## config.mk

```make
export PLATFORM = sky130hd
export DESIGN_NAME = dpram_fifo_ctrl
export DESIGN_NICKNAME = d
export VERILOG_FILES = /design/src/rtl/dpram_fifo_ctrl.sv
export SDC_FILE = /design/constraint.sdc
export NUM_CORES = 1
export LEC_CHECK = 0
export CAP_MARGIN = 25
export CORE_MARGIN = 2
export CORE_UTILIZATION = 45
export CTS_BUF_LIST = sky130_fd_sc_hd__clkbuf_8
export CTS_CLUSTER_SIZE = 8
export DETAILED_ROUTE_END_ITERATION = 8
export HOLD_SLACK_MARGIN = 0.15
export PLACE_DENSITY = 0.85
export SKIP_LAST_GASP = 1
export SYNTH_ARGS = -nofsm -noshare
export SYNTH_HDL_FRONTEND = slang
export SYNTH_SLANG_ARGS = --single-unit
```

## constraint.sdc

```tcl
create_clock -name clk -period 4.1 [get_ports clk]
set_clock_uncertainty 0.1 [all_clocks]
set_input_delay 0.82 -clock clk [delete_from_list [all_inputs] [get_ports clk]]
set_output_delay 0.82 -clock clk [all_outputs]
set_load 0.005 [all_outputs]
```

## src/rtl/dpram_fifo_ctrl.sv

```systemverilog
`default_nettype none
// ============================================================================
// Module   : dpram_fifo_ctrl
// Purpose  : FIFO controller in front of a two-port RAM with registered,
//            tri-stated read data. Turns push valid/ready and pop request
//            handshakes into RAM write/read strobes, captures RAM read data
//            into a registered pop port, and keeps occupancy, status flags
//            and sticky error flags.
// Ports    : clk, reset_n (async, active low)
//            push/push_data/push_ready    - write side handshake
//            pop/pop_ready/pop_data/pop_valid - read side handshake + data
//            ram_wr_en/ram_wr_addr/ram_wr_data, ram_out_en/ram_rd_addr,
//            ram_q                        - RAM control and read data
//            count, full, empty, almost_full, almost_empty - occupancy
//            overflow, underflow, clr_err - sticky errors and their clear
// Revision : 1.0 - initial release
// ============================================================================
module dpram_fifo_ctrl #(
  parameter int DATA_SIZE = 16,
  parameter int DEPTH     = 16,
  parameter int AF_LEVEL  = DEPTH - 2,
  parameter int AE_LEVEL  = 2
) (
  input  logic                       clk,
  input  logic                       reset_n,
  input  logic                       push,
  input  logic [DATA_SIZE-1:0]       push_data,
  output logic                       push_ready,
  input  logic                       pop,
  output logic                       pop_ready,
  output logic [DATA_SIZE-1:0]       pop_data,
  output logic                       pop_valid,
  output logic                       ram_wr_en,
  output logic                       ram_out_en,
  output logic [$clog2(DEPTH)-1:0]   ram_wr_addr,
  output logic [$clog2(DEPTH)-1:0]   ram_rd_addr,
  output logic [DATA_SIZE-1:0]       ram_wr_data,
  input  logic [DATA_SIZE-1:0]       ram_q,
  output logic [$clog2(DEPTH):0]     count,
  output logic                       full,
  output logic                       empty,
  output logic                       almost_full,
  output logic                       almost_empty,
  output logic                       overflow,
  output logic                       underflow,
  input  logic                       clr_err
);

  localparam int ADDR_W = $clog2(DEPTH);
  localparam int CNT_W  = ADDR_W + 1;
  localparam logic [CNT_W-1:0] C_FULL = CNT_W'(DEPTH);
  localparam logic [CNT_W-1:0] C_AF   = CNT_W'(AF_LEVEL);
  localparam logic [CNT_W-1:0] C_AE   = CNT_W'(AE_LEVEL);

  typedef enum logic [0:0] {
    ST_IDLE = 1'b0,
    ST_RD   = 1'b1
  } state_t;

  state_t                state_q, state_d;
  logic [ADDR_W-1:0]     wr_ptr_q, wr_ptr_d;
  logic [ADDR_W-1:0]     rd_ptr_q, rd_ptr_d;
  logic [ADDR_W-1:0]     rd_addr_q, rd_addr_d;
  logic [CNT_W-1:0]      count_q, count_d;
  logic [DATA_SIZE-1:0]  pop_data_q, pop_data_d;
  logic                  pop_valid_q, pop_valid_d;
  logic                  overflow_q, overflow_d;
  logic                  underflow_q, underflow_d;

  logic                  w_push_acc;
  logic                  w_pop_acc;
  logic                  w_idle;

  // Flags come straight from the registered count.
  assign full         = (count_q == C_FULL);
  assign empty        = (count_q == '0);
  assign almost_full  = (count_q >= C_AF);
  assign almost_empty = (count_q <= C_AE);
  assign count        = count_q;

  assign w_idle     = (state_q == ST_IDLE);
  assign push_ready = w_idle && !full;
  assign pop_ready  = w_idle && !empty;
  assign w_push_acc = push && push_ready;
  assign w_pop_acc  = pop && pop_ready;

  // RAM drive. During RD the captured address keeps q_out driven.
  // When not writing, the write address aliases the read address so the
  // RAM's "copy wr_addr to rd_addr" behaviour with wr_en low is a no-op.
  assign ram_wr_en   = w_push_acc;
  assign ram_wr_data = push_data;
  assign ram_out_en  = w_pop_acc || (state_q == ST_RD);
  assign ram_rd_addr = (state_q == ST_RD) ? rd_addr_q : rd_ptr_q;
  assign ram_wr_addr = w_push_acc ? wr_ptr_q : ram_rd_addr;

  assign pop_data  = pop_data_q;
  assign pop_valid = pop_valid_q;
  assign overflow  = overflow_q;
  assign underflow = underflow_q;

  always_comb begin
    state_d     = state_q;
    wr_ptr_d    = wr_ptr_q;
    rd_ptr_d    = rd_ptr_q;
    rd_addr_d   = rd_addr_q;
    count_d     = count_q;
    pop_data_d  = pop_data_q;
    pop_valid_d = 1'b0;
    overflow_d  = overflow_q;
    underflow_d = underflow_q;

    case (state_q)
      ST_IDLE: if (w_pop_acc) state_d = ST_RD;
      ST_RD: begin
        // Capture edge: RAM has been presenting the word for this cycle.
        state_d     = ST_IDLE;
        pop_data_d  = ram_q;
        pop_valid_d = 1'b1;
      end
      default: state_d = ST_IDLE;
    endcase

    if (w_push_acc) wr_ptr_d = wr_ptr_q + ADDR_W'(1);
    if (w_pop_acc) begin
      rd_addr_d = rd_ptr_q;
      rd_ptr_d  = rd_ptr_q + ADDR_W'(1);
    end

    if (w_push_acc && !w_pop_acc)      count_d = count_q + CNT_W'(1);
    else if (w_pop_acc && !w_push_acc) count_d = count_q - CNT_W'(1);

    // A new error condition takes priority over the clear.
    if (clr_err) begin
      overflow_d  = 1'b0;
      underflow_d = 1'b0;
    end
    if (push && full)          overflow_d  = 1'b1;
    if (pop && empty && w_idle) underflow_d = 1'b1;
  end

  always_ff @(posedge clk or negedge reset_n) begin
    if (!reset_n) begin
      state_q     <= ST_IDLE;
      wr_ptr_q    <= '0;
      rd_ptr_q    <= '0;
      rd_addr_q   <= '0;
      count_q     <= '0;
      pop_data_q  <= '0;
      pop_valid_q <= 1'b0;
      overflow_q  <= 1'b0;
      underflow_q <= 1'b0;
    end else begin
      state_q     <= state_d;
      wr_ptr_q    <= wr_ptr_d;
      rd_ptr_q    <= rd_ptr_d;
      rd_addr_q   <= rd_addr_d;
      count_q     <= count_d;
      pop_data_q  <= pop_data_d;
      pop_valid_q <= pop_valid_d;
      overflow_q  <= overflow_d;
      underflow_q <= underflow_d;
    end
  end

endmodule
`default_nettype wire

```

==> summary.txt, run 1 <==
Power and ir drop
  – PD cells: 723 nW/um^2
  – Pwr Total: 1.81 mW
  – Pleak: roughly 1.0 nW
  – IR Drop Worst-Case VDD: 0.352 mV

GRT
  – Vias in the first global route: 1209
  – Gr ovfl total: 0
  – Global-route wire length before repair: 5.37 mm
  – Largest net degree at the start of global routing: 38
  – Antenna violations before repair: 0
  – Aggregate global-route resource usage: 0.152

Worst setup path
  – FF-to-FF path depth: 9
  – Crit path top cell by count: clkdlybuf4s50_1
  – CP max-delay cell: clkdlybuf4s50_1
  – RR Endpoint: count[4]
  – R2R Setup Slk: 0.99 ns
  – Data required, critical path: around 3.2 ns
  – CP endpoint kind: primary output
  – Crit path cell chain: clkdlybuf4s50_1 -> nand2b_4 -> a21oi_4 -> mux2_2 -> clkdlybuf4s50_1
  – Worst path max stage delay: 0.53 ns
  – Crit path DAT: between 2 and 3 ns
  – Crit path max fanout: 10
  – Worst r2r src: state_q
  – Crit start category: primary input
  – CP Class: in -> out

Yosys
  – #FFs+latches synth: 37
  – Async set-reset flop share out of synthesis: 1.00
  – Syn_area_per_cell: 12.7 sq um
  – Post-Syn Nets: 194
  – Post-Syn Area: 1900 sq um
  – Sequential area share after synthesis: 0.488
  – Netlist cell types: 33
  – Post-synth EDFFs: 0
  – Synth Flop Type: dfrtp_1
  – Yosys Warn Count: 0
  – Syn Inst Count: 150

CTS
  – CTS root buf: clkbuf_8
  – Resize count post-CTS: 0
  – Skew-Pair Late Insertion Delay: 0.28 ns
  – Clk buf depth: 2
  – Post-CTS setup buffers: 0
  – Hold_buf cts: 0
  – H-tree Lvls: 2
  – CTS Buf Count: 5
  – Reg clk slew, reported paths: 0.07 ns
  – TritonCTS clock tree: done
  – Sink Count: 37

Route
  – Total number of vias: 1248
  – Via-to-Cell Ratio: 5.03
  – 1st-pass router iterations: 4
  – Iteration-0 DRC count of the detailed router: 66
  – Routed Antenna Nets: 0
  – Post-Route WL: ~3.5 mm
  – DRC violations left: 0
  – DR WL/cell: between 10 and 15 um

Die
  – Die Height: a little under 70 um
  – Initial core utilization: 0.471
  – CORE AREA: between 4000 and 5000 sq um
  – Placement row count: 23
  – DIE AREA: 4750 sq um
  – Die X: 68.9 um
  – # IOs: 93

STA
  – Final critical-path share of the clock period: 0.843
  – Final slew viol count: 0
  – Setup_tns: 0 ns
  – RSZ-0062 raised after global routing: no
  – Final hold vios: 0
  – Period minus WS final: 3.46 ns
  – Final setup violation count: 0
  – Slew margin rel.: 0.362
  – Worst setup margin: 0.643 ns
  – Worst-Margin Slew: 0.957 ns
  – Hold WS: 0.373 ns
  – Fmax: 0.289 GHz

Final layout
  – Util after Layout: 0.620
  – # nets final: between 200 and 250
  – Area growth, synth to finish: 31.5%
  – Share of cells above drive strength 1: 0.227
  – # fillers: around 320
  – Antenna cells: 0

Flow run
  – Max Cap Viol: 0

Run status
  – Status: finished, final reports clean

Placed design
  – Port bufs: 60
  – Post-place setup slack: 0.616 ns
  – Dpl hpwl: 2.58 mm
  – Gpl congestion: 0.726

Min path
  – WHS Endpoint: wr_ptr_q[3]
  – Hold crit path type: reg -> reg
  – Startpoint of the worst hold path: wr_ptr_q[3]
  – Hold depth: 1
## cell usage in the layout, fill, tap and decap left out, drive strengths merged, types with 3 or more instances in the layout
cell type / n
ha: 6
inv: 9
clkdlybuf4s50: 59
mux2: 30
dfrtp: 37
xor2: 4
nor2: 3
a21oi: 4
nand2: 6
clkbuf: 5
xnor2: 5
## worst max path at each step
stage	from	endpoint	slack, ns	cells after the start
after global placement	push	ram_wr_addr[0]	0.65	5
after floorplan	push	count[4]	1.37	8
final	push	ram_wr_addr[2]	0.64	5
after global routing	push	ram_wr_addr[1]	0.56	5
after detailed placement	push	count[4]	0.62	9
after CTS	push	ram_wr_addr[2]	0.63	5
## metal layers
metal | share of wire | up-vias | track usage
met3 | 0.10 | 4 | 0.0519
li1 | - | 600 | -
met1 | 0.41 | 589 | 0.168
met4 | 0.0087 | 0 | 0.0564
met2 | 0.48 | 55 | 0.269
met5 | 0 | - | 0
## registers in the layout, indices dropped and copies added, names as in the netlist
signal and count:
wr_ptr_q 4, overflow 1, rd_ptr_q 4, underflow 1, count 5, rd_addr_q 4, pop_valid 1, state_q 1
pop_data 16
## logic make-up (layout without fill, tap and decap cells)
family	Yosys count	count (layout)	share of synthesized area
mux	31	31	0.183
fa+ha+maj	7	7	0.0501
simple gates	22	22	0.0738
buf+inv	28	76	0.0910
compound gates	16	16	0.0725
flops	37	37	0.488
xor+xnor	9	9	0.0415
## cells in the mapped netlist, types with 2 or more instances
cell / n / area, sq um
a21oi_4: 2 / 32.5
a21oi_1: 2 / 10.0
nand4_1: 2 / 12.5
o311ai_0: 2 / 17.5
buf_2: 3 / 15.0
nor2_1: 3 / 11.3
buf_4: 17 / 128
o21ai_0: 2 / 10.0
inv_1: 8 / 30.0
nand3_1: 2 / 10.0
or3_1: 2 / 12.5
dfrtp_1: 37 / 926
mux2_2: 30 / 338
ha_1: 6 / 75.1
xnor2_1: 5 / 43.8
nand2_1: 6 / 22.5
xor2_1: 4 / 35.0
o2111ai_1: 2 / 17.5
## power breakdown
part           switching (mW)  total, mW  internal, mW  leakage, nW
Clock                   0.120      0.235         0.115       0.0491
Sequential              0.164      0.687         0.522        0.441
Combinational           0.311      0.884         0.573        0.557
Total                   0.595       1.81          1.21         1.05
## per-stage QoR
stage          cell area (sq um)  instances
6_report                    2500        248
5_1_grt                     2500        248
2_1_floorplan               1900        150
3_3_place_gp                2410        240
3_5_place_dp                2410        240
4_1_cts                     2500        248
## worst max-delay path, delay by kind of cell
family / cells / cell delay, ns
and+or+nand+nor: 1 / 0.07
AOI/OAI and AO/OA: 1 / 0.29
buffers and inverters: 2 / 0.98
muxes: 1 / 0.38
## layout make-up
cell class | instances | area (sq um) | area share
inverter | 8 | 30.0 | 0.0120
timing repair buffer | 60 | 596 | 0.239
tap | 50 | 62.6 | 0.0251
multi-input combinational | 85 | 800 | 0.320
clock buffer | 5 | 68.8 | 0.0276
clock inverter | 3 | 13.8 | 0.00551
sequential | 37 | 926 | 0.371
Note: power is estimated with default switching activity, not from simulation.
==> run 2, diff against run 1 <==
--- a/config.mk
+++ b/config.mk
@@ -7,12 +7,12 @@
 export LEC_CHECK = 0
 export CAP_MARGIN = 25
 export CORE_MARGIN = 2
-export CORE_UTILIZATION = 45
+export CORE_UTILIZATION = 42
 export CTS_BUF_LIST = sky130_fd_sc_hd__clkbuf_8
 export CTS_CLUSTER_SIZE = 8
 export DETAILED_ROUTE_END_ITERATION = 8
 export HOLD_SLACK_MARGIN = 0.15
-export PLACE_DENSITY = 0.85
+export PLACE_DENSITY = 0.8
 export SKIP_LAST_GASP = 1
 export SYNTH_ARGS = -nofsm -noshare
 export SYNTH_HDL_FRONTEND = slang
==> constraint.sdc (replaced) <==
create_clock -name clk -period 3.2 [get_ports clk]
set_clock_uncertainty 0.1 [all_clocks]
set_input_delay 0.64 -clock clk [delete_from_list [all_inputs] [get_ports clk]]
set_output_delay 0.64 -clock clk [all_outputs]
set_load 0.005 [all_outputs]
==> summary.txt, run 2 (same netlist as run 1, synthesis figures left out) <==
CTS
  – Resize count post-CTS: 0 (unchanged)
  – Hold_buf cts: 0 (unchanged)
  – CTS Buf Count: 5 (unchanged)
  – H-tree Lvls: 2 (unchanged)
  – Reg clk slew, reported paths: 0.07 ns (about the same)
  – TritonCTS clock tree: done
  – CTS root buf: clkbuf_8
  – Sink Count: 37 (unchanged)
  – Post-CTS setup buffers: 0 (unchanged)
  – Skew-Pair Late Insertion Delay: 0.29 ns (about the same)
  – Clk buf depth: 2 (unchanged)

Placed design
  – Placed Area: 2480 sq um (+2.6%)
  – Port bufs: 60 (unchanged)
  – Placed Cells: 250 (+4.2%)
  – Gpl congestion: 0.849 (+17%)
  – Dpl hpwl: 2.68 mm (+4.0%)

Route
  – Post-Route WL: 3.64 mm (+5.3%)
  – 1st-pass router iterations: 4 (unchanged)
  – DRC violations left: 0 (unchanged)
  – Via-to-Cell Ratio: 5.04 (+0.13%)
  – Total number of vias: 1300 (+4.2%)
  – DR WL/cell: 14.1 um (+1.2%)
  – Routed Antenna Nets: 0 (unchanged)
  – Iteration-0 DRC count of the detailed router: 38 (-42%)

Min path
  – Hold crit path type: in -> async

STA
  – Period minus WS final: 3.05 ns
  – Final slew viol count: 0 (unchanged)
  – Final setup violation count: 0 (unchanged)
  – Slew margin rel.: 0.465 (+0.103)
  – RSZ-0062 raised after global routing: no
  – Hold WS: 0.336 ns (-0.0371 ns)
  – Final hold vios: 0 (unchanged)
  – Worst-Margin Slew: 0.803 ns (-0.154 ns)
  – Fmax: 0.328 GHz
  – Setup_tns: 0 ns (unchanged)
  – Final critical-path share of the clock period: 0.954

GRT
  – Global-route wire length before repair: 6.03 mm (+12%)
  – Vias in the first global route: 1282 (+6.0%)
  – Largest net degree at the start of global routing: 38 (unchanged)
  – Aggregate global-route resource usage: 0.154 (+0.00137)
  – Antenna violations before repair: 0 (unchanged)
  – Gr ovfl total: 0 (unchanged)

Power and ir drop
  – Pleak: 1.10 nW (+4.6%)
  – IR Drop Worst-Case VDD: 0.533 mV (+52%)
  – PD cells: 953 nW/um^2 (+32%)
  – Pwr Total: 2.47 mW (+37%)

Final layout
  – Most common cell after layout, fill and taps aside: clkdlybuf4s50_1
  – Area growth, synth to finish: 36.8%
  – Share of cells above drive strength 1: 0.262 (+0.0349)
  – Post-Layout Cell Count: 258 (+4.0%)
  – Commonest non-fill, non-tap cells in the layout: clkdlybuf4s50_1, dfrtp_1, mux2_2
  – Largest register FFs: 16 (unchanged)
  – # nets final: 249 (+3.3%)
  – Antenna cells: 0 (unchanged)
  – Design Area, Final: 2600 sq um (+4.0%)

Die
  – Die X: 71.2 um (+3.3%)
  – DIE AREA: 5070 sq um (+6.7%)
  – # IOs: 93 (unchanged)
  – Die Height: 71.2 um (+3.3%)
  – Placement row count: 24 (+4.3%)
  – CORE AREA: 4350 sq um (+8.1%)
  – Initial core utilization: 0.436 (-0.0352)

Worst setup path
  – Data required, critical path: 2.46 ns (-0.72 ns)
  – Crit path top cell by count: clkdlybuf4s50_1
  – Crit path cell chain: clkdlybuf4s50_1 -> nand2b_4 -> a21oi_4 -> mux2_2 -> clkdlybuf4s50_1
  – CP Class: in -> out
  – CP endpoint kind: primary output
  – Crit path DAT: 2.31 ns (-0.23 ns)
  – CP max-delay cell: clkdlybuf4s50_1
  – R2R Setup Slk: 0.39 ns (-0.60 ns)
  – Crit start category: primary input
  – FF-to-FF path depth: 9 (unchanged)
  – Worst path max stage delay: 0.53 ns (about the same)
  – Crit path max fanout: 7 (-3)

Run status
  – Status: finished, final reports clean

Flow run
  – Max Cap Viol: 0 (unchanged)
-- run 2: worst max-delay path: cells and delay by family --
family / cells / cell delay, ns
AOI/OAI and AO/OA: 1 / 0.26
buffers and inverters: 2 / 0.98
muxes: 1 / 0.37
and+or+nand+nor: 1 / 0.07
-- run 2: area by class of cell --
| type | count | area [sq um] |
|---|---|---|
| Clock buffer | 6 | 82.6 |
| Clock inverter | 2 | 37.5 |
| Fill cell | 369 | 1760 |
| Inverter | 8 | 30.0 |
| Multi-Input combinational cell | 85 | 800 |
| Sequential cell | 37 | 926 |
| Tap cell | 52 | 65.1 |
| Timing Repair Buffer | 68 | 656 |
-- run 2: layer usage --
metal	share of wire	track usage	vias to the layer above
met5	0	0	-
li1	-	-	617
met2	0.47	0.235	53
met1	0.44	0.200	626
met4	0.0071	0.0776	0
met3	0.085	0.0436	4
-- run 2: where the power goes --
part | internal (mW) | leakage (nW) | total (mW) | switching, mW
Combinational | 0.768 | 0.597 | 1.19 | 0.418
Clock | 0.253 | 0.0574 | 0.420 | 0.166
Sequential | 0.670 | 0.441 | 0.867 | 0.197
-- run 2: final timing paths --
path / from / endpoint
hold / removal: reset_n / pop_data[15]
max in group asynchronous: reset_n / rd_addr_q[0]
setup / recovery: push / ram_wr_addr[0]
min in group clk: wr_ptr_q[3] / wr_ptr_q[3]
setup reg to reg: count[0] / count[4]
hold reg to reg: wr_ptr_q[3] / wr_ptr_q[3]
-- run 2: metrics by stage --
step | utilization | setup WS, ns
floorplan | - | 0.649
global placement | 0.569 | 0.139
detailed placement | 0.569 | -0.0459
CTS | 0.596 | 0.143
global route | 0.596 | 0.0996
finish | 0.596 | 0.148
==> run 3, diff against run 2 <==
--- a/config.mk
+++ b/config.mk
@@ -7,12 +7,12 @@
 export LEC_CHECK = 0
 export CAP_MARGIN = 25
 export CORE_MARGIN = 2
-export CORE_UTILIZATION = 42
+export CORE_UTILIZATION = 45
 export CTS_BUF_LIST = sky130_fd_sc_hd__clkbuf_8
 export CTS_CLUSTER_SIZE = 8
 export DETAILED_ROUTE_END_ITERATION = 8
 export HOLD_SLACK_MARGIN = 0.15
-export PLACE_DENSITY = 0.8
+export PLACE_DENSITY = 0.85
 export SKIP_LAST_GASP = 1
 export SYNTH_ARGS = -nofsm -noshare
 export SYNTH_HDL_FRONTEND = slang
==> constraint.sdc (replaced) <==
create_clock -name clk -period 3.52 [get_ports clk]
set_clock_uncertainty 0.1 [all_clocks]
set_input_delay 0.704 -clock clk [delete_from_list [all_inputs] [get_ports clk]]
set_output_delay 0.704 -clock clk [all_outputs]
set_load 0.005 [all_outputs]
==> summary.txt, run 3 (same netlist as run 1, synthesis figures left out) <==
Run status
  – Status: finished, final reports clean

CTS
  – Sink Count: 37 (unchanged)
  – Clk buf depth: 2 (unchanged)
  – Resize count post-CTS: 0 (unchanged)
  – Post-CTS setup buffers: 0 (unchanged)
  – CTS Buf Count: 5 (unchanged)
  – Hold_buf cts: 0 (unchanged)
  – H-tree Lvls: 2 (unchanged)
  – Skew-Pair Late Insertion Delay: 0.29 ns (about the same)
  – TritonCTS clock tree: done
  – CTS root buf: clkbuf_8
  – Reg clk slew, reported paths: 0.07 ns (about the same)

Worst setup path
  – RR Endpoint: count[4]
  – Worst r2r src: state_q
  – Crit path max fanout: 10 (+3)
  – Data required, critical path: 2.72 ns (+0.26 ns)
  – CP Class: in -> out
  – Crit path top cell by count: clkdlybuf4s50_1
  – CP max-delay cell: clkdlybuf4s50_1
  – CP top delay family: buffers and inverters
  – R2R Setup Slk: 0.62 ns (+0.23 ns)
  – FF-to-FF path depth: 8 (-1)
  – CP bufs+invs: 2 (unchanged)
  – Crit start category: primary input
  – Crit path cell chain: clkdlybuf4s50_1 -> nand2b_4 -> a21oi_4 -> mux2_2 -> clkdlybuf4s50_1
  – Worst path max stage delay: 0.53 ns (about the same)
  – CP endpoint kind: primary output
  – Crit path DAT: 2.42 ns (+0.11 ns)

GRT
  – Antenna violations before repair: 0 (unchanged)
  – Vias in the first global route: 1299 (+1.3%)
  – Gr ovfl total: 0 (unchanged)
  – Global-route wire length before repair: 5.78 mm (-4.2%)
  – Largest net degree at the start of global routing: 38 (unchanged)
  – Aggregate global-route resource usage: 0.167 (+0.0133)

Power and ir drop
  – Switching power: 718 uW (-8.2%)
  – Sw Ratio: 0.337 (+0.0203)
  – Seq pwr share: 0.372 (+0.022)
  – Pwr Total: 2.13 mW (-14%)
  – Combinational fraction of design power: 0.495 (+0.015)
  – Internal Power: 1.42 mW (-16%)
  – Power share of the clock group: 0.133 (-0.037)
  – IR Drop Worst-Case VDD: 0.346 mV (-35%)
  – PD cells: 848 nW/um^2 (-11%)
  – Pleak: 1.05 nW (-3.9%)

Final layout
  – Largest register FFs: 16 (unchanged)
  – # nets final: 243 (-2.4%)
  – Area growth, synth to finish: 32.5%
  – Antenna cells: 0 (unchanged)
  – Most common cell after layout, fill and taps aside: clkdlybuf4s50_1
  – Util after Layout: 0.624 (+0.0280)
  – Share of cells above drive strength 1: 0.240 (-0.0221)
  – # fillers: 328 (-11%)
  – Area of the multi-input gates: 800 sq um (unchanged)
  – Commonest non-fill, non-tap cells in the layout: clkdlybuf4s50_1, dfrtp_1, mux2_2
  – Flip-flop and latch area: 926 sq um (unchanged)

Route
  – Post-Route WL: 3.71 mm (+1.7%)
  – Total number of vias: 1290 (-0.77%)
  – Iteration-0 DRC count of the detailed router: 50 (+32%)
  – Via-to-Cell Ratio: 5.16 (+2.4%)
  – 1st-pass router iterations: 4 (unchanged)
  – DR WL/cell: 14.8 um (+5.0%)
  – DRC violations left: 0 (unchanged)
  – Routed Antenna Nets: 0 (unchanged)

STA
  – Worst setup margin: 0.293 ns (+0.146 ns)
  – Worst-Margin Slew: 0.787 ns (-0.0163 ns)
  – Final critical-path share of the clock period: 0.917
  – RSZ-0062 raised after global routing: no
  – Period minus WS final: 3.23 ns
  – Slew margin rel.: 0.476 (+0.0108)
  – Final setup violation count: 0 (unchanged)
  – Final hold vios: 0 (unchanged)
  – Setup_tns: 0 ns (unchanged)
  – Final slew viol count: 0 (unchanged)
  – Hold WS: 0.391 ns (+0.0551 ns)
  – Fmax: around 0.31 GHz

Die
  – # IOs: 93 (unchanged)
  – Placement row count: 23 (-4.2%)
  – Die Height: 68.9 um (-3.2%)
  – CORE AREA: 4030 sq um (-7.5%)
  – Initial core utilization: 0.471 (+0.0352)
  – Die X: 68.9 um (-3.2%)
  – DIE AREA: 4750 sq um (-6.3%)

Placed design
  – Gpl congestion: 0.772 (-9.1%)
  – Dpl hpwl: 2.75 mm (+2.5%)
  – Post-place setup slack: 0.0273 ns (+0.0732 ns)
  – Port bufs: 60 (unchanged)

Flow run
  – Max Cap Viol: 0 (unchanged)

Min path
  – Hold crit path type: in -> async
==> run 3: cell count changes in the layout (fill, tap and decap cells not counted) <==
cell / previous run / this run
buf_4: 8 / 2
clkinv_2: 0 / 2
bufinv_16: 1 / 0
clkbuf_8: 6 / 5
==> run 3: worst max path at each step <==
stage	startpoint	to	slack (ns)	cells after the start
3_5_place_dp	push	count[4]	0.03	9
2_1_floorplan	push	count[4]	0.91	8
6_report	push	ram_wr_addr[3]	0.29	5
3_3_place_gp	push	count[4]	0.21	9
5_1_grt	push	count[4]	0.19	9
4_1_cts	push	ram_wr_addr[3]	0.27	5
==> run 3: through the flow <==
stage / area [sq um] / instances
2_1_floorplan: 1900 / 150
3_3_place_gp: 2430 / 242
3_5_place_dp: 2430 / 242
4_1_cts: 2510 / 250
5_1_grt: 2510 / 250
6_report: 2510 / 250
==> run 3: area by class of cell <==
type / instances / area share
flip-flops and latches: 37 / 0.368
multi-input cells: 85 / 0.318
well taps: 50 / 0.0249
clock buffers: 5 / 0.0274
repair buffers: 62 / 0.243
inverters: 8 / 0.0119
clock inverters: 3 / 0.00697
==> run 3: layer usage <==
metal | share of wire | vias up | global-route usage
li1 | - | 609 | -
met1 | 0.39 | 622 | 0.185
met2 | 0.51 | 53 | 0.296
met3 | 0.084 | 6 | 0.0536
met4 | 0.014 | 0 | 0.0637
met5 | 0 | - | 0
==> run 3: power by group through the flow <==
stage / clock network [mW] / logic (mW) / registers [mW]
floorplan: 0 / 0.561 / 0.766
global placement: 0 / 1.03 / 0.786
detailed placement: 0 / 1.06 / 0.800
CTS: 0.293 / 1.07 / 0.793
global route: 0.311 / 1.17 / 0.819
finish: 0.284 / 1.06 / 0.793
